`src/rtl/dm_loader.sv`:
```
// dm_loader: assembles a length-prefixed byte stream into data-memory word writes,
// then raises start_writing so the downstream core stage can use the loaded set.
module dm_loader #(
    parameter int ADDR_W    = 12,
    parameter int DATA_W    = 12,
    parameter int BASE_ADDR = 0,
    parameter int MAX_WORDS = 64
) (
    input  logic              clk,
    input  logic              rst_n,
    input  logic              rx_valid,
    input  logic [7:0]        rx_data,
    output logic              rx_ready,
    output logic              mem_we,
    output logic [ADDR_W-1:0] mem_addr,
    output logic [DATA_W-1:0] mem_wdata,
    output logic              start_writing,
    output logic              load_done,
    output logic              busy,
    output logic              err_len
);
    typedef enum logic [2:0] {IDLE, HDR_HI, DATA_LO, DATA_HI, WRITE, DONE} state_t;
    localparam logic [11:0] MAX_CNT = 12'(MAX_WORDS);
    state_t      state, state_d;
    logic [7:0]  cnt_lo, data_lo;
    logic [11:0] count, idx, hdr_count;
    logic [15:0] word;
    logic        accept;
    assign accept    = rx_valid && rx_ready;
    assign hdr_count = {rx_data[3:0], cnt_lo};
    assign word      = {rx_data, data_lo};
    assign rx_ready  = state inside {IDLE, HDR_HI, DATA_LO, DATA_HI};
    assign mem_we    = state == WRITE;
    assign load_done = state == DONE;
    assign busy      = state inside {HDR_HI, DATA_LO, DATA_HI, WRITE};
    always_comb begin
        state_d = state;
        case (state)
            IDLE:    state_d = accept ? HDR_HI : IDLE;
            HDR_HI:  if (accept) state_d = (hdr_count == 12'd0) ? DONE :
                                           (hdr_count > MAX_CNT) ? IDLE : DATA_LO;
            DATA_LO: state_d = accept ? DATA_HI : DATA_LO;
            DATA_HI: state_d = accept ? WRITE : DATA_HI;
            WRITE:   state_d = (idx == count - 12'd1) ? DONE : DATA_LO;
            DONE:    state_d = IDLE;
            default: state_d = IDLE;
        endcase
    end
    always_ff @(posedge clk or negedge rst_n) begin
        if (!rst_n) begin
            state         <= IDLE;
            cnt_lo        <= '0;
            data_lo       <= '0;
            count         <= '0;
            idx           <= '0;
            mem_addr      <= '0;
            mem_wdata     <= '0;
            start_writing <= 1'b0;
            err_len       <= 1'b0;
        end else begin
            state <= state_d;
            if (state == IDLE && accept) begin
                cnt_lo        <= rx_data;
                start_writing <= 1'b0;
                err_len       <= 1'b0;
            end
            if (state == HDR_HI && accept) begin
                count <= hdr_count;
                idx   <= '0;
                if (hdr_count > MAX_CNT) err_len <= 1'b1;
            end
            if (state == DATA_LO && accept) data_lo <= rx_data;
            // address and data are registered here so they are stable throughout WRITE
            if (state == DATA_HI && accept) begin
                mem_addr  <= ADDR_W'(BASE_ADDR) + ADDR_W'(idx);
                mem_wdata <= DATA_W'(word);
            end
            if (state == WRITE) idx <= idx + 12'd1;
            if (state_d == DONE) start_writing <= 1'b1;
        end
    end
endmodule

```
`config.mk`:
```
export PLATFORM = sky130hd
export DESIGN_NAME = dm_loader
export DESIGN_NICKNAME = d
export VERILOG_FILES = /design/src/rtl/dm_loader.sv
export SDC_FILE = /design/constraint.sdc
export NUM_CORES = 1
export LEC_CHECK = 0
export ABC_AREA = 1
export CAP_MARGIN = 20
export CELL_PAD_IN_SITES_DETAIL_PLACEMENT = 1
export CELL_PAD_IN_SITES_GLOBAL_PLACEMENT = 1
export CORE_ASPECT_RATIO = 0.5
export CORE_UTILIZATION = 41
export CTS_CLUSTER_SIZE = 30
export DETAILED_ROUTE_END_ITERATION = 10
export GPL_TIMING_DRIVEN = 0
export PLACE_DENSITY = 0.83
export SLEW_MARGIN = 20
export SYNTH_ARGS = -nofsm -noshare
export SYNTH_HDL_FRONTEND = slang
export SYNTH_SLANG_ARGS = --single-unit
```
`constraint.sdc`:
```
create_clock -name clk -period 2.2 [get_ports clk]
set_clock_uncertainty 0.05 [all_clocks]
set_input_delay 0.22 -clock clk [delete_from_list [all_inputs] [get_ports clk]]
set_output_delay 0.22 -clock clk [all_outputs]
set_load 0.005 [all_outputs]
```
==> flow_results.org, run 1 <==
** Outcome
- The flow ran to the end, and the final reports show no timing, DRC or antenna violations.

** Global route
- The via count of the first global-routing pass came to 3061.
- Maximum number of pins on one net before global-route repair :: between 40 and 50
- For this run, the total global-route usage over all layers was measured as 25.1%.
- Global-route wire length before repair :: approximately 16000 µm
- Number of antenna violations at the first check in global routing :: 0
- The total overflow left after global routing is 0.

** STA
- Total of endpoints with negative setup slack in the final report :: 0
- The worst path uses between 90% and 100% of the clock period.
- Based on the critical path, the design can be clocked at up to around 0.48 GHz.
- Count of pins over their slew limit :: 0
- At the pin with the least slew margin, the transition time is roughly 0.47 ns.
- Setup repair after global routing could not meet its margin everywhere.
- Clock period minus worst slack :: 2.09 ns
- Across all setup checks in the final design, the least slack found is between 0.1 and 0.15 ns.
- Slew margin rel. :: around 70%
- Number of hold-slack violations in the final timing report :: 0

** Detailed routing
- DRC violation count after routing :: 0
- The first routing iteration left 158 violations.
- For this block, the via count after detailed routing is approximately 2900.
- Antenna-violating nets left :: 0
- In the routed layout, each cell is associated on average with a via count of about 5.0.
- For this block, the routed nets add up to around 9300 µm of wire.
- Avg WL per Cell :: between 15 and 20 µm
- The first detailed-routing pass took 4 iterations.

** Synth
- Simple-gate portion of the synthesized area :: 24.1%
- Share of synthesized cell area in full adder, half adder and majority cells :: less than 1%
- Summing the areas of all compound-gate instances in the mapped netlist gives a little over a tenth of the synthesized area.
- Synthesis inferred between 60 and 70 register bits.
- Number of nets produced by synthesis :: approximately 420
- The number of different library cells used by synthesis comes to 31.
- In the synthesized netlist, mux cells make up 4.01% of the area.
- By area, the combinational part of the netlist is dominated by simple AND/OR/NAND/NOR gates.
- During synthesis, Yosys emitted a total of 0 warnings.
- Mapped Avg Cell Area :: 8.15 µm²
- After technology mapping, the gate count stands at 410.
- Sequential cell area fraction in the yosys report :: around half
- Mapped cell area :: roughly 0.0033 mm²
- Parity-gate share of the synthesized area counting xor and xnor cells :: roughly 1.3%

** Cells and area
- Most frequent standard cell in the layout excluding fill and tap cells :: nand2_1
- Sequential cell area :: ~0.0017 mm²
- Area overhead of the layout relative to synthesis :: 27.3%
- Antenna diode count :: 0
- Post-layout net count :: 476
- Non-Filler Cell Area, Final :: 0.00425 mm²
- After filler insertion, the fill cell instance count of the layout stands at 923.
- Commonest cells after routing, fill and taps aside :: nand2_1 (112), dfrtp_1 (68), o21ai_0 (55)
- The finished layout holds 576 standard cells, fillers aside.
- The multi-input combinational cells in the finished layout cover a total of about 0.0014 mm².
- Layout Utilization :: 56.0%
- Share of layout cells above drive strength 1 :: a little under an eighth

** Place
- In this run the cell area measured after placement is around 0.004 mm².
- After detailed placement, the design holds a cell count of ~560.
- In this run the tool buffered the top-level ports with 40 buffer cells.
- Routability cong. :: 0.832
- Setup WS pre-CTS :: around 0.14 ns
- Detailed Place HPWL :: approximately 6600 µm

** Clocking
- Clock buffer count from CTS :: 9
- TritonCTS built the clock tree.
- CTS max path bufs :: 2
- Root buffer cell :: clkbuf_16
- Latest clock arrival within the worst-skew pair :: 0.34 ns
- CTS H-tree depth :: 3
- CTS sink count :: just under 70
- After clock tree synthesis, the clock-pin slew on the worst setup and hold paths is 0.06 ns.

** Floorplan
- The die covers between 0.008 and 0.009 mm².
- The floorplan step set the die height to approximately 66 µm.
- Initial Utilization :: a little over two fifths
- In this run the core area contains 22 standard-cell rows.
- Io pins :: 41
- Floorplan die width :: about 130 µm
- Area inside the core boundary :: ~0.0076 mm²

** Setup path
- STA classifies the critical path startpoint as a flip-flop.
- Data required time of the critical path :: 1.93 ns
- Crit end category :: output pin
- The critical path is of the reg -> out type.
- CP peak stage delay :: around 0.52 ns
- Of all nets on the critical path, the largest fanout is 10.
- The slowest stage of the critical path belongs to the cell clkdlybuf4s50_1.
- Data on the critical path arrives at its endpoint at between 1.5 and 2 ns.
- Counting cells, the worst reg-to-reg path comes to 14.
- The critical path goes through nor2_1 > inv_1 > nor2_2 > buf_4 > clkdlybuf4s50_1.

** Pwr
- Sequential Power Share :: a little over a third
- IR analysis of the VDD net gives a maximum drop of 684 µV.
- Switching power summed over all nets :: ~2.0 mW
- Internal power of the cells :: between 3 and 4 mW
- The share of total power dissipated in the clock network is between 20% and 30%.
- Combinational logic burns 35.2% of the power.
- In this run the power density over the cells is 1300 mW/mm².
- LEAKAGE :: ~2.0 nW
- Net switching is roughly 36% of the power.

** Min path
- The path class of the tightest hold or removal check is in -> async.

** Run
- Max-cap violations in this run came to 0.
==> final cells by class <==
| type | instances | share of cell area (%) |
|---|---|---|
| clock buffer | 10 | 5.62 |
| multi-input combinational | 277 | 32.4 |
| inverter | 53 | 4.68 |
| sequential | 69 | 40.6 |
| clock inverter | 6 | 2.03 |
| timing repair buffer | 42 | 10.2 |
| tap | 108 | 3.18 |
| buffer | 11 | 1.18 |
==> final timing paths <==
check / startpoint / to / slack (ns)
min in group clk: rx_data[4] / cnt_lo[4]$_DFFE_PN0P_ / 0.42
min: rst_n / data_lo[1]$_DFFE_PN0P_ / 0.27
max in group asynchronous: rst_n / state[2]$_DFF_PN0_ / 1.28
max reg2reg: count[1]$_DFFE_PN0P_ / start_writing$_DFFE_PN0P_ / 0.20
max: state[1]$_DFF_PN0_ / mem_we / 0.11
min reg2reg: mem_addr[2]$_DFFE_PN0P_ / mem_addr[2]$_DFFE_PN0P_ / 0.43
==> cells by family (layout without fill, tap and decap cells) <==
family | Yosys count | count (layout)
AOI/OAI and AO/OA | 69 | 69
xor gates and xnor gates | 5 | 5
adders and majority gates | 2 | 2
buffers and inverters | 64 | 122
DFF | 69 | 69
muxes | 12 | 12
and+or+nand+nor | 189 | 189
==> worst max-delay path, delay by kind of cell (launching register included) <==
family,cells,cell delay [ns]
buffers and inverters,3,0.82
flip-flops,1,0.41
AND/OR/NAND/NOR,2,0.25
==> state kept, by name (all words and copies together), names as in the netlist <==
signal,cells
start_writing,1
mem_wdata,12
mem_addr,12
err_len,1
state,3
idx,12
data_lo,8
count,12
cnt_lo,8
==> cells in the mapped netlist, drive strengths merged <==
| master | n | area [µm²] |
|---|---|---|
| nand3 | 22 | 115 |
| mux2 | 11 | 124 |
| nand2 | 113 | 427 |
| ha | 2 | 25.0 |
| xor2 | 3 | 26.3 |
| o21ai | 56 | 280 |
| xnor2 | 2 | 17.5 |
| a31oi | 1 | 6.26 |
| nand4 | 2 | 12.5 |
| a22oi | 1 | 7.51 |
| nor2 | 43 | 186 |
| or2 | 1 | 6.26 |
| inv | 53 | 199 |
| mux2i | 1 | 10.0 |
| o22ai | 2 | 12.5 |
| nand3b | 2 | 15.0 |
| dfrtp | 69 | 1730 |
| o32ai | 1 | 8.76 |
| nor3 | 5 | 30.0 |
| buf | 5 | 25.0 |
| a21oi | 8 | 43.8 |
| nor4 | 1 | 12.5 |
| clkbuf | 6 | 22.5 |
==> metal layers <==
metal  vias up  wire, µm  global-route usage [%]
met2        42      4260                    40.8
met1      1413      4550                    32.3
met5         -         0                       0
li1       1420         -                       -
met4         0       225                    10.8
met3        18       260                    5.99
==> power by group through the flow <==
stage	Sequential [mW]	Clock, mW	Combinational (mW)
after floorplan	1.95	0	1.16
after global placement	1.99	0	1.82
after detailed placement	2.01	0	1.90
after CTS	2.01	1.60	1.93
after global routing	2.06	1.65	2.20
final	2.01	1.58	1.95
==> per-stage QoR <==
stage          hold WS [ns]  power (mW)  setup TNS (ns)
2_1_floorplan        -0.126        3.11               0
3_3_place_gp          0.415        3.81         -105.45
3_5_place_dp         0.0904        3.91               0
4_1_cts               0.266        5.54               0
5_1_grt               0.292        5.92         -0.0259
6_report              0.271        5.53               0
==> repair_timing <==
action                     4_1_cts  5_1_grt
hold endpoints to repair        22        0
buffers inserted                 0        0
pin swaps                        0        1
gates resized for setup          1        8
hold buffers                     1        0
setup endpoints to repair        2        4
Power figures use the tool's default switching activity.
==> inputs of run 2 (changes only) <==
--- a/config.mk
+++ b/config.mk
@@ -14,7 +14,9 @@
 export CTS_CLUSTER_SIZE = 30
 export DETAILED_ROUTE_END_ITERATION = 10
 export GPL_TIMING_DRIVEN = 0
+export MAX_ROUTING_LAYER = met4
 export PLACE_DENSITY = 0.83
+export SKIP_CTS_REPAIR_TIMING = 1
 export SLEW_MARGIN = 20
 export SYNTH_ARGS = -nofsm -noshare
 export SYNTH_HDL_FRONTEND = slang
==> run 2 against run 1 <==
Compared with the run above:
- cell area did not move
- wire length is 0.24% lower
- register-to-register slack about the same
- flip-flop and latch count is the same
- sequential share of layout area stayed put
- sequential power is essentially flat
- maximum frequency hardly changed
- non-clock buffer count unchanged
- critical endpoint unchanged
==> flow_results.org, run 2 (synthesis gave the netlist of run 1 again) <==
** Clocking
- The clock sink count is 69 (unchanged).
- The buffer levels on the longest clock path came to 2 (unchanged).
- Clock buffer count from CTS :: 9 (unchanged)
- The clock-pin slew on the worst setup and hold paths was 0.06 ns (about the same).
- Root buffer cell :: clkbuf_16
- CTS tree :: built
- The clock latency at the later pin of the worst-skew pair is 0.34 ns (about the same).
- The maximum level of the CTS H-tree came to 3 (unchanged).

** Min path
- The worst hold path belongs to the class in -> async.

** STA
- Slew at the pin closest to its max-slew limit :: 0.489 ns (+0.0153 ns)
- The final max-slew violation count came to 0 (unchanged).
- Setup slack after layout :: 0.109 ns (+0.00129 ns)
- The achievable clock frequency came to 0.478 GHz (about the same).
- The final-report setup violation count was 0 (unchanged).
- Clock period minus worst slack :: 2.09 ns (-0.00129 ns)
- Number of hold-slack violations in the final timing report :: 0 (unchanged)
- Post-route clock period utilization :: 95.1% (about the same)
- Setup repair after global routing missed its margin :: yes
- Slew margin rel. :: 67.4% (-1.0 points)

** Floorplan
- The number of placed I/O pins came to 41 (unchanged).
- The area of the placeable core was 0.00760 mm² (unchanged).
- Die Y-Extent :: 65.8 µm (unchanged)
- The number of rows in the core area is 22 (unchanged).
- Initial Utilization :: 44.0% (unchanged)
- The die area came to 0.00853 mm² (unchanged).
- Floorplan die width :: 130 µm (unchanged)

** Setup path
- The worst reg-to-reg path cell count came to 14 (unchanged).
- Arrival time at the worst endpoint :: 1.82 ns (about the same)
- Worst reg2reg path endpoint :: start_writing$_DFFE_PN0P_
- The data required time at the worst endpoint was 1.93 ns (about the same).
- The critical path ends at mem_we.
- Launching element type of the critical path :: flip-flop
- Largest fanout of any net on the critical path :: 10 (unchanged)
- Critical register-to-register path startpoint :: count[1]$_DFFE_PN0P_
- Tracing the worst setup path back leads to its startpoint at state[1]$_DFF_PN0_.
- The worst reg-to-reg setup slack is 0.19 ns (about the same).
- Category of the most critical setup path :: reg -> out
- Crit end category :: output pin

** Pwr
- The leakage power summed over all cells came to 2.03 nW (unchanged).
- Tot Pwr :: 5.53 mW (about the same)
- The worst supply voltage drop on vdd is 684 µV (about the same).
- The switching part of the total was 35.8% (-0.058 points).
- Switching power summed over all nets :: 1.98 mW (-0.25%)
- Share of power burned in combinational logic :: 35.1% (about the same)
- Sequential Power Share :: 36.4% (about the same)
- Internal power of the cells :: 3.55 mW (about the same)
- The power per standard cell area came to 1300 mW/mm² (about the same).
- Clock power share :: 28.6% (about the same)

** Cells and area
- Leaving out fill and tap cells, the most frequent cell in the layout is nand2_1.
- The final core utilization is 56.0% (unchanged).
- Post-layout net count :: 476 (unchanged)
- Fill cell total of the finished layout :: 923 (unchanged)
- Post-layout instance count excluding filler cells :: 576 (unchanged)
- Antenna diode count :: 0 (unchanged)
- The area of all placed cells without fillers is 0.00425 mm² (unchanged).
- The share of layout cells above drive strength 1 came to 11.8% (unchanged).
- Area overhead of the layout relative to synthesis :: 27.3% (unchanged)
- In the layout the commonest cells are nand2_1 (112), dfrtp_1 (68), o21ai_0 (55).

** Global route
- Remaining global-route overflow :: 0 (unchanged)
- The via count of the first global-routing pass was 3049 (-0.39%).
- Number of antenna violations at the first check in global routing :: 0 (unchanged)
- The wire length of the first global-routing pass came to 15500 µm (-0.27%).
- The total global routing track utilization came to 25.8% (+0.66 points).
- Maximum number of pins on one net before global-route repair :: 48 (unchanged)

** Detailed routing
- Violation count after the first detailed-routing iteration :: 158 (unchanged)
- Number of iterations in the first detailed-routing pass :: 4 (unchanged)
- DRC violation count after routing :: 0 (unchanged)
- The via count normalized by instance count was 5.03 (+0.17%).
- The wire length after detailed routing came to 9270 µm (-0.24%).
- The wire length per cell after detailed routing is 16.1 µm (-0.24%).
- Total vias in the final route :: 2898 (+0.17%)
- Antenna-violating nets left :: 0 (unchanged)

** Place
- The number of placed cells counting well taps is 559 (unchanged).
- The worst setup slack after placement came to 0.140 ns (unchanged).
- The final weighted congestion in routability-driven placement was 0.844 (+1.5%).
- Port Buf Inserts :: 40 (unchanged)
- The post-detailed-placement half-perimeter wirelength was 6640 µm (unchanged).
- DP Area :: 0.00390 mm² (unchanged)

** Outcome
- The flow ran to the end, and the final reports show no timing, DRC or antenna violations.

** Run
- The number of maximum-capacitance violations was 0 (unchanged).
[run 2: cell counts in the layout (fill, tap and decap cells not counted)]
No cell type changed its count.
[run 2: how the worst min path moves through the flow]
stage	start	slack, ns	endpoint	cells after the start
final	rst_n	0.27	data_lo[1]$_DFFE_PN0P_	2
after global routing	rst_n	0.29	data_lo[1]$_DFFE_PN0P_	2
after CTS	rst_n	-0.28	mem_wdata[1]$_DFFE_PN0P_	1
after detailed placement	rst_n	0.09	mem_wdata[1]$_DFFE_PN0P_	1
after global placement	mem_addr[3]$_DFFE_PN0P_	0.41	mem_addr[3]$_DFFE_PN0P_	2
after floorplan	rst_n	-0.13	cnt_lo[0]$_DFFE_PN0P_	0
[run 2: power by group through the flow]
stage	Combinational [mW]	Sequential, mW	Clock [mW]
4_1_cts	1.93	2.01	1.60
6_report	1.94	2.01	1.58
3_3_place_gp	1.82	1.99	0
3_5_place_dp	1.90	2.01	0
5_1_grt	2.20	2.06	1.65
2_1_floorplan	1.16	1.95	0
[run 2: layout make-up]
type / count / area, µm² / area share, %
plain buffers: 11 / 50.0 / 1.18
clock buffers: 10 / 239 / 5.62
clock inverters: 6 / 86.3 / 2.03
inverters: 53 / 199 / 4.68
multi-input cells: 277 / 1380 / 32.4
flip-flops and latches: 69 / 1730 / 40.6
well taps: 108 / 135 / 3.18
repair buffers: 42 / 435 / 10.2
[run 2: worst max-delay path, cell delays in order, from the launching register on]
cell,delay (ns)
dfrtp_1,0.41
nor2_1,0.10
inv_1,0.09
nor2_2,0.15
buf_4,0.21
clkdlybuf4s50_1,0.52
[run 2: metrics by stage]
| stage | hold slack, ns | TNS, ns |
|---|---|---|
| 6_report | 0.274 | 0 |
| 5_1_grt | 0.293 | -0.0260 |
| 4_1_cts | -0.275 | -0.0341 |
| 3_5_place_dp | 0.0904 | 0 |
| 3_3_place_gp | 0.415 | -105.45 |
| 2_1_floorplan | -0.126 | 0 |
[run 2: per-layer routing]
metal  wire length [µm]  vias to the layer above  GRT usage [%]
met2               4270                       39           40.6
met4                213                        0           9.88
met1               4500                     1424           32.4
met3                284                       18           6.31
met5                  0                        -              -
li1                   -                     1417              -
==> inputs of run 3 (changes only) <==
--- a/config.mk
+++ b/config.mk
@@ -10,12 +10,13 @@
 export CELL_PAD_IN_SITES_DETAIL_PLACEMENT = 1
 export CELL_PAD_IN_SITES_GLOBAL_PLACEMENT = 1
 export CORE_ASPECT_RATIO = 0.5
-export CORE_UTILIZATION = 41
+export CORE_UTILIZATION = 30
 export CTS_CLUSTER_SIZE = 30
 export DETAILED_ROUTE_END_ITERATION = 10
 export GPL_TIMING_DRIVEN = 0
 export MAX_ROUTING_LAYER = met4
-export PLACE_DENSITY = 0.83
+export PLACE_DENSITY = 0.65
+export RECOVER_POWER = 100
 export SKIP_CTS_REPAIR_TIMING = 1
 export SLEW_MARGIN = 20
 export SYNTH_ARGS = -nofsm -noshare
==> run 3 against run 2 <==
Compared with the run above:
- first-iteration DRC count up 7.0%
- wire length fell by 0.90%
- maximum frequency rose by 0.89%
- clock-buffer cell count fell by 1
- combinational power about the same
- sequential power is essentially flat
- worst setup slack gained 0.018 ns
- cell area up 0.71%
- clock power shrank 6%
- critical endpoint unchanged
==> flow_results.org, run 3 (synthesis gave the netlist of run 1 again) <==
** STA
- Clock period minus worst slack :: 2.07 ns (-0.0184 ns)
- Slew margin rel. :: 49.0% (-18 points)
- The final max-slew violation count is 0 (unchanged).
- Post-route clock period utilization :: 94.2% (-0.84 points)
- The total negative slack was 0 ns (unchanged).
- Total of endpoints with negative setup slack in the final report :: 0 (unchanged)
- Setup repair after global routing missed its margin :: no
- Number of hold-slack violations in the final timing report :: 0 (unchanged)
- Highest Clock Rate :: 0.482 GHz (+0.89%)
- The final setup slack of the worst path came to 0.127 ns (+0.0184 ns).
- The slew at the pin closest to its max-slew limit came to 0.765 ns (+0.276 ns).

** Clocking
- The clock-pin slew on the worst setup and hold paths was 0.06 ns (about the same).
- The maximum level of the CTS H-tree is 3 (unchanged).
- Root buffer cell :: clkbuf_16
- The buffer levels on the longest clock path is 2 (unchanged).
- CTS sink count :: 69 (unchanged)
- The total clock buffers created by CTS was 9 (unchanged).
- CTS tree :: built
- The clock latency at the later pin of the worst-skew pair was 0.34 ns (about the same).

** Floorplan
- Floorplan die width :: 151 µm (+17%)
- Initial Utilization :: 31.8% (-12 points)
- Die Y-Extent :: 76.6 µm (+16%)
- Io pins :: 41 (unchanged)
- Area inside the core boundary :: 0.0105 mm² (+38%)
- The die area is 0.0116 mm² (+36%).
- Rows :: 26 (+18%)

** Global route
- GR Util met1 :: 25.3% (-7.1 points)
- The wire length of the first global-routing pass was 15400 µm (-1.1%).
- The pin count of the biggest net entering global routing was 41 (-15%).
- The via count of the first global-routing pass came to 2928 (-4.0%).
- Met2 usage in global routing :: 25.4% (-15 points)
- The met3 usage is 4.43% (-1.9 points).
- Global routing usage summed across all routing layers :: 18.3% (-7.4 points)
- The global route total overflow came to 0 (unchanged).
- Most used routing layer :: met2
- Number of antenna violations at the first check in global routing :: 0 (unchanged)

** Cells and area
- Share of layout cells above drive strength 1 :: 11.8% (unchanged)
- Post-layout net count :: 476 (unchanged)
- Antenna diode count :: 0 (unchanged)
- Relative to the synthesized area, the layout overhead comes to 28.2%.
- The library cells used most frequently in the layout, excluding fill and tap cells, are nand2_1 (111), dfrtp_1 (69), o21ai_0 (55).
- The number of inserted filler cells in the final layout is 1265 (+37%).
- The library cell used most frequently in the layout, excluding fill and tap cells, is nand2_1.
- The final core utilization came to 40.7% (-15 points).

** Setup path
- Cell type group with the largest total delay on the critical path :: buffers and inverters
- For this design, the slowest cell found on the critical path is clkdlybuf4s50_1.
- CP peak stage delay :: 0.51 ns (about the same)
- The worst setup path is launched from a flip-flop.
- Largest fanout of any net on the critical path :: 10 (unchanged)
- Category of the most critical setup path :: reg -> out
- The worst setup path is captured at an output pin.
- The count of buffer and inverter cells on the critical path came to 3 (unchanged).
- The signal on the critical path passes through inv_1 > nor2_4 > buf_6 > clkdlybuf4s50_1.
- The worst path arrival time was 1.80 ns (-0.02 ns).
- Data required time of the critical path :: 1.93 ns (about the same)

** Run
- Max_cap viols :: 0 (unchanged)

** Detailed routing
- The via count normalized by instance count is 4.62 (-8.2%).
- DRC violation count after routing :: 0 (unchanged)
- The wire length per cell after detailed routing came to 15.1 µm (-6.1%).
- DRT Wirelength :: 9190 µm (-0.90%)
- The number of nets with antenna violations after routing is 0 (unchanged).
- Number of iterations in the first detailed-routing pass :: 4 (unchanged)
- The count of vias placed by the detailed router came to 2807 (-3.1%).
- Violation count after the first detailed-routing iteration :: 169 (+7.0%)

** Min path
- The min-delay analysis places its worst path in the category in -> reg.

** Pwr
- The relative contribution of the clock network to total power is 27.6% (-1.0 points).
- Tot Pwr :: 5.42 mW (-2.0%)
- Share of power burned in combinational logic :: 35.8% (+0.7 points)
- Internal power of the cells :: 3.38 mW (-4.9%)
- Sequential Power Share :: 36.6% (+0.2 points)
- LEAKAGE :: 2.08 nW (+2.2%)
- The power per standard cell area was 1260 mW/mm² (-2.7%).
- Switching Share :: 37.7% (+1.9 points)
- Switching power summed over all nets :: 2.04 mW (+3.2%)
- Peak supply drop :: 524 µV (-23%)

** Place
- Routability cong. :: 0.823 (-2.5%)
- Setup WS pre-CTS :: 0.0734 ns (-0.0666 ns)
- Detailed Place HPWL :: 6830 µm (+2.9%)
- Port Buf Inserts :: 40 (unchanged)

** Outcome
- Outcome :: complete, no violations
run 3: layer usage:
layer	vias to the layer above	part of all wire, %
li1	1414	-
met5	-	0
met3	11	3.2
met2	36	42
met1	1346	53
met4	0	1.8
run 3: layout make-up:
| cell class | count | area, µm² | area share (%) |
|---|---|---|---|
| timing repair buffer | 42 | 413 | 9.64 |
| tap | 140 | 175 | 4.09 |
| buffer | 11 | 52.6 | 1.23 |
| clock inverter | 7 | 75.1 | 1.75 |
| multi-input combinational | 277 | 1420 | 33.1 |
| clock buffer | 9 | 225 | 5.26 |
| inverter | 53 | 199 | 4.65 |
| sequential | 69 | 1730 | 40.3 |
run 3: metrics by stage:
stage | hold WS, ns | area, µm² | cells
4_1_cts | -0.241 | 4230 | 607
2_1_floorplan | -0.126 | 3340 | 410
6_report | 0.409 | 4280 | 608
3_3_place_gp | 0.421 | 3920 | 590
3_5_place_dp | 0.134 | 3930 | 591
5_1_grt | 0.434 | 4280 | 608
run 3: worst paths after layout:
path                       slack [ns]                   endpoint  cells past startpoint                     from
setup / recovery                 0.13                     mem_we                      4       state[2]$_DFF_PN0_
hold / removal                   0.41      cnt_lo[4]$_DFFE_PN0P_                      3               rx_data[4]
setup reg to reg                 0.20  start_writing$_DFFE_PN0P_                     14     count[1]$_DFFE_PN0P_
hold reg to reg                  0.43    mem_addr[2]$_DFFE_PN0P_                      2  mem_addr[2]$_DFFE_PN0P_
max in group asynchronous        0.54         idx[0]$_DFFE_PN0P_                      3                    rst_n
min in group asynchronous        0.43   mem_wdata[7]$_DFFE_PN0P_                      2                    rst_n
run 3: power by group through the flow:
stage          clock [mW]  combinational [mW]  sequential (mW)
2_1_floorplan           0                1.16             1.95
3_3_place_gp            0                1.86             2.00
3_5_place_dp            0                1.90             2.01
4_1_cts              1.53                1.92             1.99
5_1_grt              1.58                2.22             2.05
6_report             1.49                1.94             1.98
run 3: worst reg2reg max path, stage by stage, from the launching register on:
cell and delay, ns:
dfrtp_1 0.36, inv_1 0.10, ha_4 0.28, inv_1 0.03
nand2_1 0.06, nand2_1 0.04, nor2_1 0.11, nand3_1 0.10
nor2_2 0.14, nand2_2 0.09, nor2_4 0.13, nand4_1 0.17
nand2_1 0.14, nand3_1 0.08, nand2_1 0.06
